## src/rtl/id_operand_stage_if.sv

```systemverilog
// id_operand_stage_if
// Bundles every signal between the decode front end and its neighbours:
// IF (PC handoff), instruction SRAM read data, EX (hold/flush and issue),
// the register file read ports and the forwarding sources.
//
// Handshake: IF->ID is a valid/ready pair, if_valid is valid and
// id_advance is ready; a PC is consumed on a clock edge where both are
// high (if_valid=0 with id_advance=1 loads a bubble). ID->EX uses ex_valid
// as valid and ~ex_hold as ready; while ex_hold=1 ID keeps presenting the
// same instruction and operands. flush overrides both sides.
//
// Modports:
//   slave  - the decode stage itself
//   master - the surrounding pipeline (or a testbench)
interface id_operand_stage_if #(
  parameter int DW   = 32,
  parameter int AW   = 5,
  parameter int NFWD = 2,
  parameter int PCW  = 32,
  parameter int CNTW = 16
);
  logic                 if_valid;
  logic [PCW-1:0]       if_pc;
  logic [31:0]          inst_rdata;
  logic                 ex_hold;
  logic                 flush;
  logic [NFWD-1:0]      fwd_we;
  logic [NFWD*AW-1:0]   fwd_waddr;
  logic [NFWD*DW-1:0]   fwd_wdata;
  logic [NFWD-1:0]      fwd_is_load;
  logic [AW-1:0]        rf_raddr1;
  logic [AW-1:0]        rf_raddr2;
  logic [DW-1:0]        rf_rdata1;
  logic [DW-1:0]        rf_rdata2;
  logic                 id_advance;
  logic                 stallreq;
  logic                 ex_valid;
  logic [PCW-1:0]       id_pc;
  logic [31:0]          id_inst;
  logic [DW-1:0]        src1;
  logic [DW-1:0]        src2;
  logic [CNTW-1:0]      stall_cycles;

  modport slave (
    input  if_valid, if_pc, inst_rdata, ex_hold, flush,
           fwd_we, fwd_waddr, fwd_wdata, fwd_is_load,
           rf_rdata1, rf_rdata2,
    output rf_raddr1, rf_raddr2, id_advance, stallreq, ex_valid,
           id_pc, id_inst, src1, src2, stall_cycles
  );

  modport master (
    output if_valid, if_pc, inst_rdata, ex_hold, flush,
           fwd_we, fwd_waddr, fwd_wdata, fwd_is_load,
           rf_rdata1, rf_rdata2,
    input  rf_raddr1, rf_raddr2, id_advance, stallreq, ex_valid,
           id_pc, id_inst, src1, src2, stall_cycles
  );
endinterface

```

## src/rtl/id_operand_stage.sv

```systemverilog
// id_operand_stage
// Decode-stage front end of the MIPS pipeline. Holds the IF->ID pipeline
// register, keeps the instruction word alive across stall/hold cycles
// (the synchronous SRAM only presents it for one cycle), resolves the rs/rt
// operands from the register file or NFWD forwarding sources, requests a
// stall on load-use hazards and counts stall cycles.
//
// Ports:
//   clk, rst - clock, synchronous active-high reset
//   bus      - id_operand_stage_if.slave: IF/SRAM inputs, EX hold/flush,
//              forwarding sources, register file read ports, ID outputs
//              (id_advance, stallreq, ex_valid, id_pc, id_inst, src1/src2,
//              stall_cycles)
module id_operand_stage #(
  parameter int DW   = 32,
  parameter int AW   = 5,
  parameter int NFWD = 2,
  parameter int PCW  = 32,
  parameter int CNTW = 16
) (
  input logic               clk,
  input logic               rst,
  id_operand_stage_if.slave bus
);

  typedef struct packed {
    logic          hazard;
    logic [DW-1:0] value;
  } operand_t;

  logic            id_valid_r;
  logic [PCW-1:0]  id_pc_r;
  logic [31:0]     inst_hold_r;
  logic            inst_latched_r;
  logic [CNTW-1:0] stall_cycles_r;

  logic [31:0]     id_inst;
  logic [AW-1:0]   rs_addr;
  logic [AW-1:0]   rt_addr;
  operand_t        op_rs;
  operand_t        op_rt;
  logic            stallreq;
  logic            id_advance;

  // Source index 0 is the youngest result. Scanning from the oldest source
  // down lets a younger match overwrite an older one, so an older load is
  // ignored whenever a younger writer of the same register exists.
  function automatic operand_t resolve(
    input logic [AW-1:0]      addr,
    input logic [DW-1:0]      rf_data,
    input logic [NFWD-1:0]    we,
    input logic [NFWD*AW-1:0] waddr,
    input logic [NFWD*DW-1:0] wdata,
    input logic [NFWD-1:0]    is_load
  );
    operand_t r;
    r.hazard = 1'b0;
    r.value  = rf_data;
    for (int i = NFWD - 1; i >= 0; i--) begin
      if (we[i] && (waddr[i*AW +: AW] == addr)) begin
        r.value  = wdata[i*DW +: DW];
        r.hazard = is_load[i];
      end
    end
    // Register 0 reads as zero and never waits, whatever is being written.
    if (addr == '0) begin
      r.value  = '0;
      r.hazard = 1'b0;
    end
    return r;
  endfunction

  // The SRAM word is only on inst_rdata during the first ID cycle; after
  // that the captured copy is used.
  assign id_inst = !id_valid_r     ? 32'h0 :
                   inst_latched_r  ? inst_hold_r : bus.inst_rdata;

  assign rs_addr = AW'(id_inst[25:21]);
  assign rt_addr = AW'(id_inst[20:16]);

  assign op_rs = resolve(rs_addr, bus.rf_rdata1, bus.fwd_we, bus.fwd_waddr,
                         bus.fwd_wdata, bus.fwd_is_load);
  assign op_rt = resolve(rt_addr, bus.rf_rdata2, bus.fwd_we, bus.fwd_waddr,
                         bus.fwd_wdata, bus.fwd_is_load);

  // Both fields are checked for every format; a spurious stall on an
  // immediate-format rt is accepted in exchange for no decode dependency.
  assign stallreq   = id_valid_r & (op_rs.hazard | op_rt.hazard);
  assign id_advance = ~bus.ex_hold & ~stallreq;

  always_ff @(posedge clk) begin
    if (rst) begin
      id_valid_r     <= 1'b0;
      id_pc_r        <= '0;
      inst_hold_r    <= 32'h0;
      inst_latched_r <= 1'b0;
    end else if (bus.flush) begin
      id_valid_r     <= 1'b0;
      inst_latched_r <= 1'b0;
    end else if (id_advance) begin
      id_valid_r     <= bus.if_valid;
      id_pc_r        <= bus.if_pc;
      inst_latched_r <= 1'b0;
    end else if (!inst_latched_r) begin
      // First held cycle: capture the word before the SRAM output moves on.
      inst_hold_r    <= bus.inst_rdata;
      inst_latched_r <= 1'b1;
    end
  end

  // Saturating stall counter, cleared only by reset.
  always_ff @(posedge clk) begin
    if (rst) begin
      stall_cycles_r <= '0;
    end else if (stallreq && (stall_cycles_r != {CNTW{1'b1}})) begin
      stall_cycles_r <= stall_cycles_r + CNTW'(1);
    end
  end

  assign bus.rf_raddr1    = rs_addr;
  assign bus.rf_raddr2    = rt_addr;
  assign bus.id_advance   = id_advance;
  assign bus.stallreq     = stallreq;
  assign bus.ex_valid     = id_valid_r & ~stallreq & ~bus.flush;
  assign bus.id_pc        = id_pc_r;
  assign bus.id_inst      = id_inst;
  assign bus.src1         = op_rs.value;
  assign bus.src2         = op_rt.value;
  assign bus.stall_cycles = stall_cycles_r;

endmodule

```

## src/flat_wrapper.sv

```systemverilog
// flat-port wrapper written by rule: the top's interface ports become plain ports
module id_operand_stage_flat 
#(
  parameter int DW   = 32,
  parameter int AW   = 5,
  parameter int NFWD = 2,
  parameter int PCW  = 32,
  parameter int CNTW = 16
)
  (clk, rst, bus_if_valid, bus_if_pc, bus_inst_rdata, bus_ex_hold, bus_flush, bus_fwd_we, bus_fwd_waddr, bus_fwd_wdata, bus_fwd_is_load, bus_rf_rdata1, bus_rf_rdata2, bus_rf_raddr1, bus_rf_raddr2, bus_id_advance, bus_stallreq, bus_ex_valid, bus_id_pc, bus_id_inst, bus_src1, bus_src2, bus_stall_cycles);
  id_operand_stage_if #(.DW(DW), .AW(AW), .NFWD(NFWD), .PCW(PCW), .CNTW(CNTW)) bus_i ();
  input logic clk;
  input logic rst;
  input wire logic [$bits(bus_i.if_valid)-1:0] bus_if_valid;
  input wire logic [$bits(bus_i.if_pc)-1:0] bus_if_pc;
  input wire logic [$bits(bus_i.inst_rdata)-1:0] bus_inst_rdata;
  input wire logic [$bits(bus_i.ex_hold)-1:0] bus_ex_hold;
  input wire logic [$bits(bus_i.flush)-1:0] bus_flush;
  input wire logic [$bits(bus_i.fwd_we)-1:0] bus_fwd_we;
  input wire logic [$bits(bus_i.fwd_waddr)-1:0] bus_fwd_waddr;
  input wire logic [$bits(bus_i.fwd_wdata)-1:0] bus_fwd_wdata;
  input wire logic [$bits(bus_i.fwd_is_load)-1:0] bus_fwd_is_load;
  input wire logic [$bits(bus_i.rf_rdata1)-1:0] bus_rf_rdata1;
  input wire logic [$bits(bus_i.rf_rdata2)-1:0] bus_rf_rdata2;
  output wire logic [$bits(bus_i.rf_raddr1)-1:0] bus_rf_raddr1;
  output wire logic [$bits(bus_i.rf_raddr2)-1:0] bus_rf_raddr2;
  output wire logic [$bits(bus_i.id_advance)-1:0] bus_id_advance;
  output wire logic [$bits(bus_i.stallreq)-1:0] bus_stallreq;
  output wire logic [$bits(bus_i.ex_valid)-1:0] bus_ex_valid;
  output wire logic [$bits(bus_i.id_pc)-1:0] bus_id_pc;
  output wire logic [$bits(bus_i.id_inst)-1:0] bus_id_inst;
  output wire logic [$bits(bus_i.src1)-1:0] bus_src1;
  output wire logic [$bits(bus_i.src2)-1:0] bus_src2;
  output wire logic [$bits(bus_i.stall_cycles)-1:0] bus_stall_cycles;
  assign bus_i.if_valid = bus_if_valid;
  assign bus_i.if_pc = bus_if_pc;
  assign bus_i.inst_rdata = bus_inst_rdata;
  assign bus_i.ex_hold = bus_ex_hold;
  assign bus_i.flush = bus_flush;
  assign bus_i.fwd_we = bus_fwd_we;
  assign bus_i.fwd_waddr = bus_fwd_waddr;
  assign bus_i.fwd_wdata = bus_fwd_wdata;
  assign bus_i.fwd_is_load = bus_fwd_is_load;
  assign bus_i.rf_rdata1 = bus_rf_rdata1;
  assign bus_i.rf_rdata2 = bus_rf_rdata2;
  assign bus_rf_raddr1 = bus_i.rf_raddr1;
  assign bus_rf_raddr2 = bus_i.rf_raddr2;
  assign bus_id_advance = bus_i.id_advance;
  assign bus_stallreq = bus_i.stallreq;
  assign bus_ex_valid = bus_i.ex_valid;
  assign bus_id_pc = bus_i.id_pc;
  assign bus_id_inst = bus_i.id_inst;
  assign bus_src1 = bus_i.src1;
  assign bus_src2 = bus_i.src2;
  assign bus_stall_cycles = bus_i.stall_cycles;
  id_operand_stage #(.DW(DW), .AW(AW), .NFWD(NFWD), .PCW(PCW), .CNTW(CNTW)) u_core (.clk(clk), .rst(rst), .bus(bus_i));
endmodule
```

## config.mk

```make
export PLATFORM = sky130hd
export DESIGN_NAME = id_operand_stage_flat
export DESIGN_NICKNAME = d
export VERILOG_FILES = /design/src/rtl/id_operand_stage_if.sv /design/src/rtl/id_operand_stage.sv /design/src/flat_wrapper.sv
export SDC_FILE = /design/constraint.sdc
export NUM_CORES = 1
export LEC_CHECK = 0
export CORE_AREA = 2 2 144 146
export CTS_CLUSTER_SIZE = 25
export DETAILED_ROUTE_END_ITERATION = 16
export DIE_AREA = 0 0 146 148
export PLACE_DENSITY = 0.69
export SETUP_SLACK_MARGIN = 0.02
export SLEW_MARGIN = 20
export SYNTH_ARGS = -nofsm -noshare
export SYNTH_HDL_FRONTEND = slang
export SYNTH_SLANG_ARGS = --single-unit
```

## constraint.sdc

```tcl
create_clock -name clk -period 2.83 [get_ports clk]
set_input_delay 0.566 -clock clk [delete_from_list [all_inputs] [get_ports clk]]
set_output_delay 0.566 -clock clk [all_outputs]
set_load 0.02 [all_outputs]
```

==> impl_results.md, run 1 <==
* Grt met1 use at 30.40%
* Grt peak-use layer: met2
* Num rows at 52
* LEAKAGE at 4.920 nW
* Minimum clock period at 3430 ps
* Layout cell share with drive strength beyond 1 at 44.53%
* Nets at 1413
* Clock transition at the registers of the reported paths at 60 ps
* CTS Hold Bufs at 0
* Final hold violations at 0
* R2R Setup Slk at -460 ps
* Largest net degree at the start of global routing at 45
* Final WS setup at -600.3 ps
* Clock Latency Late Sink at 350 ps
* DR pass1 iterations at 4
* Hold Slack at 456.4 ps
* Endpoints failing setup at 146
* Final core utilization at 71.27%
* Tcrit/Tclk final at 121.2%
* Placer Congestion at 0.8957
* Synth unique cells at 44
* Core Box Area at 20040 sq um
* Drt initial violations at 369
* Met3 usage in global routing at 7.037%
* Largest cells by area after synthesis: dfxtp_1 28%, mux2i_1 21%, a211oi_1 8.1%
* WL final at 33770 um
* M2 GR Usage at 44.88%
* TritonCTS Buffers at 9
* Slew Limit Fails at 0
* Yosys top cell by area: dfxtp_1
* P&R area growth vs syn at 140.0%
* RSZ-0062 raised after global routing: true
* Initial antenna violation count at 4
* Rel. slew slack at 38.14%
* Most frequent cell after synthesis: mux2i_1
* Pwr Total at 3.986 mW
* Setup crit end: bus_src1[8]
* Vias in the first global route at 7505
* Share of synthesized registers carrying an async set or reset at 0%
* Failing checks: negative setup slack
* Yosys warns at 0
* Crit. End Element: primary output
* #FFs+latches synth at 82
* Synth top cells by count: 123 x mux2i_1, 93 x nor2_1, 82 x dfxtp_1
* Crit-path max FO at 8
* Vias at 7870
* Worst slack, placed at -1185 ps
* Worst hold path type: reg -> reg
* R2R Path Start: u_core.inst_latched_r
* Initial Util at 29.70%
* DRC errors left at 0
* GR Overflow Total at 0
* WHS Path Cells at 2
* All-Layer GR Usage at 26.41%
* CP startpoint: bus_inst_rdata[23]
* CTS tree: done
* Via density at 5.321
* Top_reg_cell synth: dfxtp_1
* Startpoint types: input pin
* VDD IR max at 0.3103 mV
* IO Count at 368
* Die width at 146 um
* Sink Count at 82
* Worst r2r dst: u_core.bus.stall_cycles[11]
* Status: complete, but fails checks
* Drt wl/cell at 22.83 um
* Die Ht at 148 um
* Max Buffers Root-to-Sink at 2
* Cell count after synthesis at 755
* Post-route ant nets at 0
* Root Buffer: clkbuf_16
* First-pass GRT wire length at 44470 um
* Worst EP required at 2260 ps
* Hpwl dp at 20660 um
* Average cell area after synthesis at 7.883 sq um
* Max Cap Viol at 0
* FMAX at 0.2915 GHz
* Skew final at 15.11 ps
* Die area at 21610 sq um
* Pwr dens at 279.1 nW/um^2
* CTS HTree Levels at 3
* EDFF count, synth at 0
* Path depth of the worst reg2reg path at 13
* Post-synth top area share at 27.58%
* Worst Path Class, Setup: in -> out
* Net count after synthesis at 967
* Seq/Total Area, Yosys at 27.58%
* Synth Cell Area at 5952 sq um
* Worst EP arrival at 2860 ps
* I/O Buffers at 367
* Worst slew pin tran at 923.1 ps
[layer usage]
| layer | vias up | routed length, um | part of all wire (%) |
|---|---|---|---|
| li1 | 3527 | - | - |
| met1 | 3827 | 12360 | 37 |
| met2 | 392 | 16730 | 50 |
| met3 | 124 | 2598 | 7.7 |
| met4 | 0 | 2086 | 6.2 |
| met5 | - | 0 | 0 |
[state kept, by name, indices dropped and copies added (netlist names)]
signal,flops
u_core.bus.id_pc,32
u_core.inst_hold_r,32
u_core.id_valid_r,1
u_core.bus.stall_cycles,16
u_core.inst_latched_r,1
[layout by cell type (no fill, tap or decap), drive strengths merged, types with 24 or more instances in the layout]
cell / n
nand2b: 66
dfxtp: 82
nor2: 93
clkdlybuf4s50: 287
a211oi: 64
a21oi: 52
nand3: 35
mux2i: 124
buf: 200
nand2: 51
clkbuf: 24
[area by class of cell]
| type | count | area (sq um) |
|---|---|---|
| Multi-Input combinational cell | 584 | 6251 |
| Fill cell | 1401 | 5757 |
| Timing Repair Buffer | 512 | 5710 |
| Sequential cell | 82 | 1645 |
| Tap cell | 270 | 337.8 |
| Clock buffer | 11 | 242.7 |
| Inverter | 12 | 50.05 |
| Clock inverter | 5 | 37.54 |
| Antenna cell | 3 | 7.507 |
[power by group]
group / switching, mW / internal, mW
combinational: 0.777 / 0.857
sequential: 0.0258 / 1.20
clock: 0.504 / 0.622
total: 1.31 / 2.68
[timing repair]
item                                    CTS  global route
endpoints found under the setup margin  169           172
gates resized for setup                 527           192
gates cloned                              6            17
pin swaps                                24            84
buffers inserted                         28            19
[how the worst min path moves through the flow]
stage | from | endpoint
after floorplan | u_core.inst_hold_r[18] | u_core.inst_hold_r[18]
after global placement | u_core.bus.id_pc[2] | u_core.bus.id_pc[2]
after detailed placement | u_core.bus.id_pc[19] | u_core.bus.id_pc[19]
after CTS | u_core.bus.id_pc[19] | u_core.bus.id_pc[19]
after global routing | u_core.bus.id_pc[13] | u_core.bus.id_pc[13]
final | u_core.bus.id_pc[30] | u_core.bus.id_pc[30]
[stage by stage]
step	instance area (sq um)	cells	TNS, ps
after detailed placement	11240	1397	-114300
after global placement	11240	1397	-106980
after floorplan	7041	755	-437.7
after global routing	14280	1479	-63580
final	14280	1479	-52640
after CTS	12930	1445	-39420
[cell families (layout without fill, tap and decap cells)]
logic type      Yosys count  after routing  share of synthesized area, %
simple gates            297            297                         25.06
fa+ha+maj                 1              1                        0.2102
flops                    82             82                         27.58
mux                     132            132                         22.56
other cells               0              3                             0
xor+xnor                  8              8                         1.177
compound gates          146            146                         16.12
buf+inv                  89            540                         7.294
[critical path: stages]
cell,delay [ps]
clkdlybuf4s50_1,420
mux2_4,290
nand2_4,100
xnor2_2,60
or4_4,550
buf_12,190
buf_12,150
nor2_1,240
a211oi_4,110
buf_12,160
No activity file was read; power rests on OpenSTA's default activity.
==> inputs of run 2 (changes only) <==
==> constraint.sdc (replaced) <==
create_clock -name clk -period 2.83 [get_ports clk]
set_input_delay 0.566 -clock clk [delete_from_list [all_inputs] [get_ports clk]]
set_output_delay 0.566 -clock clk [all_outputs]
set_load 0.01 [all_outputs]
==> run 2 against run 1 <==
Against the previous run: the run still ends with negative setup slack left; die area unchanged; fmax down 0.43%; non-clock buffer count down 2; count of clock-buffer cells in the layout down 2; worst setup slack worse by 15 ps; critical path type is now reg -> out; critical endpoint is now bus_src1[22].
==> impl_results.md, run 2 (synthesized netlist as in run 1, its figures left out) <==
* Tcrit/Tclk final at 121.7% (+0.52 points)
* Drt wl/cell at 20.07 um (-12%)
* DR pass1 iterations at 5 (+1)
* Root Buffer: clkbuf_16
* Most common cell after layout, fill and taps aside: clkdlybuf4s50_1
* Worst EP required at 2260 ps (about the same)
* Crit-path max FO at 10 (+2)
* CP max stage delay at 470 ps (-80 ps)
* Post-route cell area at 12540 sq um (-12%)
* Rel. slew slack at 42.25% (+4.1 points)
* DR WL met2 at 14840 um (-11%)
* DRC errors left at 0 (unchanged)
* Post-route ant nets at 0 (unchanged)
* Wl on met1 at 11800 um (-4.5%)
* CTS tree: done
* GR Overflow Total at 0 (unchanged)
* Vias in the first global route at 7296 (-2.8%)
* LEAKAGE at 4.874 nW (-0.95%)
* Met3 WL at 1777 um (-32%)
* Worst Path Class, Setup: reg -> out
* Initial antenna violation count at 2 (-2)
* IO Count at 368 (unchanged)
* Worst hold path type: reg -> reg
* Slew Limit Fails at 0 (unchanged)
* All-Layer GR Usage at 25.02% (-1.4 points)
* Vias at 7455 (-5.3%)
* Highest Signal Layer: met4
* Max Buffers Root-to-Sink at 2 (unchanged)
* Final hold violations at 0 (unchanged)
* Worst slew pin tran at 866.2 ps (-56.83 ps)
* Placer Congestion at 0.8891 (-0.74%)
* Core Box Area at 20040 sq um (unchanged)
* Worst path bufs/invs at 6 (+2)
* FMAX at 0.2903 GHz (-0.43%)
* Clock Latency Late Sink at 340 ps (about the same)
* P&R area growth vs syn at 110.6%
* Endpoints failing setup at 147 (+0.68%)
* Crit-path leading delay family: buffers and inverters
* Status: complete, but fails checks
* First-pass GRT wire length at 42540 um (-4.3%)
* Via density at 5.051 (-5.1%)
* Crit path max-delay cell type: or4_4
* Final core utilization at 62.56% (-8.7 points)
* Minimum clock period at 3445 ps (+14.73 ps)
* Pwr dens at 297.8 nW/um^2 (+6.7%)
* Die Ht at 148 um (unchanged)
* Worst EP arrival at 2880 ps (+20 ps)
* Nets at 1411 (-0.14%)
* Startpoint types: flop
* Final WS setup at -615.0 ps (-14.73 ps)
* Die area at 21610 sq um (unchanged)
* CP Cell Sequence: buf_4 -> buf_12 -> buf_4 -> mux2_4 -> nand3b_1 -> o211ai_1 -> or4_4 -> buf_12 -> buf_16 -> a211oi_4 -> buf_2
* Drt initial violations at 268 (-27%)
* VDD IR max at 0.3301 mV (+6.4%)
* Layout cell share with drive strength beyond 1 at 33.64% (-11 points)
* Num rows at 52 (unchanged)
* I/O Buffers at 367 (unchanged)
* Die width at 146 um (unchanged)
* Failing checks: negative setup slack
* Crit. End Element: primary output
* Initial Util at 29.70% (unchanged)
* TritonCTS Buffers at 9 (unchanged)
* Max Cap Viol at 0 (unchanged)
* Largest net degree at the start of global routing at 61 (+36%)
* Skew final at 11.89 ps (-3.216 ps)
* CTS HTree Levels at 3 (unchanged)
* Hpwl dp at 20310 um (-1.7%)
* RSZ-0062 raised after global routing: true
* Most frequent cells in the layout: 279 x clkdlybuf4s50_1, 83 x buf_4, 81 x dfxtp_1
* Clock transition at the registers of the reported paths at 70 ps (about the same)
* FILL cells at 1645 (+17%)
* WL final at 29620 um (-12%)
* Sink Count at 82 (unchanged)
* Hold Slack at 454.0 ps (-2.415 ps)
* Post-DP Area at 10880 sq um (-3.2%)
run 2: cell count changes in the layout (fill, tap and decap cells not counted), sizes merged:
| cell | delta |
|---|---|
| inv | +3 |
| diode | -1 |
| clkbuf | -10 |
| buf | +5 |
| clkdlybuf4s50 | -8 |
| clkinv | -2 |
| dlymetal6s2s | +11 |
| bufbuf | +1 |
| dlygate4sd2 | -3 |
| bufinv | +1 |
run 2: final timing paths:
check	endpoint	depth (start not counted)	start	slack (ps)
setup / recovery	bus_src1[22]	11	u_core.inst_latched_r	-620
hold / removal	u_core.bus.id_pc[20]	2	u_core.bus.id_pc[20]	450
setup reg to reg	u_core.bus.stall_cycles[12]	13	u_core.inst_latched_r	-550
hold reg to reg	u_core.bus.id_pc[20]	2	u_core.bus.id_pc[20]	450
run 2: tightest hold or removal path: cells and delay by family (launching register included):
kind | cells | cell delay [ps]
flip-flops | 1 | 310
AO/OA/AOI/OAI | 1 | 50
AND/OR/NAND/NOR | 1 | 50
run 2: metrics by stage:
step	power [mW]	cells	TNS (ps)	setup WS, ps
after floorplan	1.678	755	0	30.00
after global placement	2.396	1406	-123680	-1172
after detailed placement	2.403	1406	-129090	-1180
after CTS	3.692	1463	-45710	-598.1
after global routing	3.865	1476	-67170	-701.1
final	3.733	1476	-52280	-615.0
run 2: layout make-up:
cell class                 instances  area [sq um]  share of cell area (%)
multi-input combinational        584          5040                   40.20
timing repair buffer             510          5150                   41.08
clock inverter                     7         82.58                  0.6587
inverter                          12         50.05                  0.3992
antenna                            2         5.005                 0.03992
tap                              270         337.8                   2.695
sequential                        82          1645                   13.13
clock buffer                       9         225.2                   1.797
run 2: per-layer routing:
layer / vias to the layer above / track usage [%]
met1: 3523 / 30.02
met3: 65 / 5.247
met5: - / 0
li1: 3583 / -
met2: 284 / 42.97
met4: 0 / 11.70
run 2: power breakdown:
| part | internal (mW) | switching (mW) |
|---|---|---|
| logic | 0.720 | 0.562 |
| clock network | 0.700 | 0.528 |
| registers | 1.20 | 0.0243 |
run 2: repair_timing:
item	in CTS	in global routing
pin swaps	21	24
cloned	9	7
hold buffers	0	0
setup buffers	36	10
resized for setup	418	88
setup endpoints to repair	157	163
